--- src/rtl/ram_2r_2w_fifo_ctl.sv ---
// Dual-push / dual-pop circular-queue controller for a 2R/2W synchronous DFF RAM.
// Pushes are judged against the pre-pop count, and pops against the pre-push count.
module ram_2r_2w_fifo_ctl #(
  parameter int unsigned addr_width = 3,
  parameter bit          err_mode   = 1'b0
) (
  input  logic                  clk,
  input  logic                  rst_n,
  input  logic                  push0_n,
  input  logic                  push1_n,
  input  logic                  pop0_n,
  input  logic                  pop1_n,
  output logic                  en_w1_n,
  output logic [addr_width-1:0] addr_w1,
  output logic                  en_w2_n,
  output logic [addr_width-1:0] addr_w2,
  output logic                  en_r1_n,
  output logic [addr_width-1:0] addr_r1,
  output logic                  en_r2_n,
  output logic [addr_width-1:0] addr_r2,
  output logic                  push0_ack,
  output logic                  push1_ack,
  output logic                  empty,
  output logic                  almost_empty,
  output logic                  full,
  output logic                  almost_full,
  output logic [addr_width:0]   word_count,
  output logic                  overflow,
  output logic                  underflow
);

  localparam logic [addr_width:0]   depth_c = (addr_width + 1)'(1 << addr_width);
  localparam logic [addr_width:0]   cnt_one = (addr_width + 1)'(1);
  localparam logic [addr_width:0]   cnt_two = (addr_width + 1)'(2);
  localparam logic [addr_width-1:0] ptr_one = addr_width'(1);

  logic [addr_width-1:0] wr_ptr, rd_ptr;
  logic [addr_width:0]   count, free, n_push, n_pop;
  logic                  push0_req, push1_req, pop0_req, pop1_req;
  logic                  pop0_acc, pop1_acc, ovf_now, unf_now;

  assign push0_req = ~push0_n;
  assign push1_req = ~push1_n;
  assign pop0_req  = ~pop0_n;
  assign pop1_req  = ~pop1_n;
  assign free      = depth_c - count;

  // Acks are gated by rst_n so no RAM write can fire while reset is held.
  always_comb begin
    push0_ack = 1'b0;
    push1_ack = 1'b0;
    if (rst_n) begin
      if (push0_req && push1_req) begin
        push0_ack = (free >= cnt_one);
        push1_ack = (free >= cnt_two);
      end else if (push0_req) begin
        push0_ack = (free >= cnt_one);
      end else if (push1_req) begin
        push1_ack = (free >= cnt_one);
      end
    end
  end

  always_comb begin
    pop0_acc = rst_n & pop0_req & (count >= cnt_one);
    pop1_acc = rst_n & pop0_req & pop1_req & (count >= cnt_two);
    ovf_now  = (push0_req & ~push0_ack) | (push1_req & ~push1_ack);
    unf_now  = (pop0_req & ~pop0_acc) | (pop1_req & ~pop1_acc);
    n_push   = (addr_width + 1)'(push0_ack) + (addr_width + 1)'(push1_ack);
    n_pop    = (addr_width + 1)'(pop0_acc) + (addr_width + 1)'(pop1_acc);
  end

  always_ff @(posedge clk or negedge rst_n) begin
    if (!rst_n) begin
      wr_ptr    <= '0;
      rd_ptr    <= '0;
      count     <= '0;
      overflow  <= 1'b0;
      underflow <= 1'b0;
    end else begin
      wr_ptr <= wr_ptr + n_push[addr_width-1:0];
      rd_ptr <= rd_ptr + n_pop[addr_width-1:0];
      count  <= count + n_push - n_pop;
      if (err_mode) begin
        overflow  <= ovf_now;
        underflow <= unf_now;
      end else begin
        overflow  <= overflow | ovf_now;
        underflow <= underflow | unf_now;
      end
    end
  end

  // A lone slot-1 push lands at wr_ptr; it only takes wr_ptr+1 when slot 0 also writes.
  always_comb begin
    en_w1_n      = ~push0_ack;
    en_w2_n      = ~push1_ack;
    addr_w1      = wr_ptr;
    addr_w2      = (push0_ack && push1_ack) ? (wr_ptr + ptr_one) : wr_ptr;
    addr_r1      = rd_ptr;
    addr_r2      = rst_n ? (rd_ptr + ptr_one) : '0;
    en_r1_n      = (count == '0);
    en_r2_n      = ~(count >= cnt_two);
    empty        = (count == '0);
    almost_empty = (count <= cnt_one);
    full         = (count == depth_c);
    almost_full  = (count >= depth_c - cnt_one);
    word_count   = count;
  end

endmodule

--- config.mk ---
export PLATFORM = sky130hd
export DESIGN_NAME = ram_2r_2w_fifo_ctl
export DESIGN_NICKNAME = d
export VERILOG_FILES = /design/src/rtl/ram_2r_2w_fifo_ctl.sv
export SDC_FILE = /design/constraint.sdc
export NUM_CORES = 1
export LEC_CHECK = 0
export CAP_MARGIN = 20
export CORE_ASPECT_RATIO = 1.2
export CORE_MARGIN = 2
export CORE_UTILIZATION = 42
export CTS_BUF_LIST = sky130_fd_sc_hd__clkbuf_4 sky130_fd_sc_hd__clkbuf_8 sky130_fd_sc_hd__clkbuf_16
export CTS_CLUSTER_DIAMETER = 120
export DETAILED_ROUTE_END_ITERATION = 8
export PLACE_DENSITY_LB_ADDON = 0.3
export SYNTH_ARGS = -nofsm -noshare
export SYNTH_HDL_FRONTEND = slang
export SYNTH_SLANG_ARGS = --single-unit
--- constraint.sdc ---
create_clock -name clk -period 8.6 [get_ports clk]
set_clock_uncertainty 0.1 [all_clocks]
set_input_delay 2.15 -clock clk [delete_from_list [all_inputs] [get_ports clk]]
set_output_delay 2.15 -clock clk [all_outputs]
set_load 0.1 [all_outputs]
==> metrics.txt <==
initial antenna violation count=0; Final Max Slew Viols=0; P&R area growth vs syn=39.9%; Clock Sinks=12; Net Count, Synth=around 140; pin count of the biggest net entering global routing=18; Worst Hold Class=register to register; Post-route DRC=0; crit path kind=input port to output pin; Critical Path Slowest Stage Cell=clkdlybuf4s50_1; Die Wd=49.1 microns; cts bufs inserted=3; DP HPWL=~1800 microns; Mean Syn Cell Area=roughly 9.6 sq um; critical path's top delay family=buffers and inverters; Distinct cells, synth=28; WP data required=6.35 ns; Via density=around 5; WL final=2240 microns; RSZ-0062 raised after global routing=false; Rel. slew slack=0.346; YS warnings=0; Initial Util=0.444; crit-path max cell delay=around 1.2 ns; Final setup viols=0; Overflow after GRT=0; Cells after Synth=107; first-pass GRT wire length=between 3000 and 4000 microns; WL/cell=roughly 13 microns; Seq/Total Area, Yosys=0.293; num rows=19; period utilization=0.785; WP buf/inv=2; post-CTS setup buffers=0; Antenna Diode Count=0; die height=about 58 microns; critical-path cell list=clkdlybuf4s50_1 -> nor3_2 -> o21ai_1 -> nand2_1 -> a211oi_2 -> clkdlybuf4s50_1; Total GRT Usage=0.181; initial DRC count=18; CP endpoint kind=output pin; #FFs+latches synth=12; vias post-DR=between 800 and 900; CTS root buf=clkbuf_4; IO Pins=34; vias in the first global route=866; CTS tree=built; Post-Syn Area=about 1000 sq um; status=completed; most frequent cells in the layout=clkdlybuf4s50_1 (30), inv_1 (22), ha_1 (19); total number of H-tree levels=1; most frequent CP cell=clkdlybuf4s50_1; IO buf count=33; GPL Wtd Cong=between 0.7 and 0.8; Clock transition at path regs=roughly 0.08 ns; Post-Route Setup TNS=0 ns; Die ar.=~2800 sq um; Final Hold Viols=0; layout cells sized above 1=0.0833; core footprint=~2300 sq um; Layout Nets=174; actual slew at the worst max-slew pin=a little under 1 ns; Skew-Pair Late Insertion Delay=approximately 0.29 ns; crit start category=input port; Max Fclk=148 MHz; commonest non-fill, non-tap cell in the layout=clkdlybuf4s50_1; Crit Path Max Fanout=6; Post-CTS Resized=0; hold buffers post-CTS=0; Clock Path Buffers=2; critical path arrival=4.50 ns; DR pass1 iterations=4; Final min period=just under 7 ns; Final ANT Viol Nets=0; Max Cap Viol=0
per-stage QoR:
step	setup slack, ns	std cells	hold WS, ns	area (sq um)	utilization
finish	1.85	175	0.382	1430	0.621
CTS	1.85	175	0.389	1430	0.621
floorplan	0.479	107	0.914	1030	-
global placement	1.88	171	0.365	1400	0.605
global route	1.71	175	0.435	1430	0.621
detailed placement	1.84	171	0.369	1400	0.605
synth_stat cells:
cell / number / share of area
a21oi_1: 3 / 0.015
a21o_1: 1 / 0.0073
nand3b_1: 1 / 0.0073
o21ai_1: 1 / 0.0049
dfrtp_1: 12 / 0.29
xor2_1: 2 / 0.017
xnor2_1: 6 / 0.051
nand2b_1: 1 / 0.0061
nor2b_1: 1 / 0.0061
a211oi_1: 1 / 0.0073
nand3_1: 2 / 0.0098
o221ai_1: 2 / 0.017
nor3_1: 1 / 0.0049
nor3_2: 2 / 0.020
and2_1: 5 / 0.031
o21bai_1: 1 / 0.0073
nor3b_1: 1 / 0.0073
nand4b_1: 1 / 0.0086
buf_4: 1 / 0.0073
ha_1: 19 / 0.23
o21ai_0: 4 / 0.020
inv_1: 22 / 0.081
fa_1: 4 / 0.078
nor2_1: 4 / 0.015
and2b_1: 1 / 0.0073
nand2_1: 6 / 0.022
a22o_1: 1 / 0.0086
a211o_1: 1 / 0.0086
cell type report:
cell class              count  area (sq um)
repair buffers             34           330
flip-flops and latches     12           300
well taps                  31          38.8
fillers                   213           875
inverters                  22          82.6
clock buffers               4          36.3
multi-input cells          72           643
registers in the layout (all words and copies together) (netlist names):
register    flops
addr_w1         3
word_count      4
addr_r1         3
underflow       1
overflow        1
cell families (layout without fill, tap and decap cells):
group | Yosys count | after routing | synth area share
flops | 12 | 12 | 0.293
compound gates | 15 | 15 | 0.0954
xor+xnor | 8 | 8 | 0.0685
buf+inv | 23 | 60 | 0.0880
fa+ha+maj | 23 | 23 | 0.311
simple gates | 26 | 26 | 0.144
routing by layer:
layer | vias to the layer above | wire length [microns] | track usage
met5 | - | 0 | 0
met4 | 0 | 51 | 0.0980
met3 | 5 | 107 | 0.0232
met2 | 29 | 1160 | 0.322
met1 | 410 | 919 | 0.211
li1 | 419 | - | -
worst min-delay path, delay by kind of cell, from the launching register on:
family / cells / cell delay (ns)
buf+inv: 1 / 0.04
flops: 1 / 0.35
compound gates: 1 / 0.05
worst paths after layout:
| path | start | to | slack (ns) | depth (start not counted) |
|---|---|---|---|---|
| worst max register to register | word_count[1] | word_count[3] | 5.09 | 14 |
| worst min register to register | underflow | underflow | 0.38 | 2 |
| worst max-delay path | push0_n | push1_ack | 1.85 | 6 |
| min in group asynchronous | rst_n | addr_r1[2] | 2.07 | 2 |
| max in group asynchronous | rst_n | word_count[1] | 6.15 | 2 |
| worst min-delay path | underflow | underflow | 0.38 | 2 |
Power is left out: the tool's default activity adds up to more than one toggle a clock period on the data nets, which glitch-free logic cannot reach.
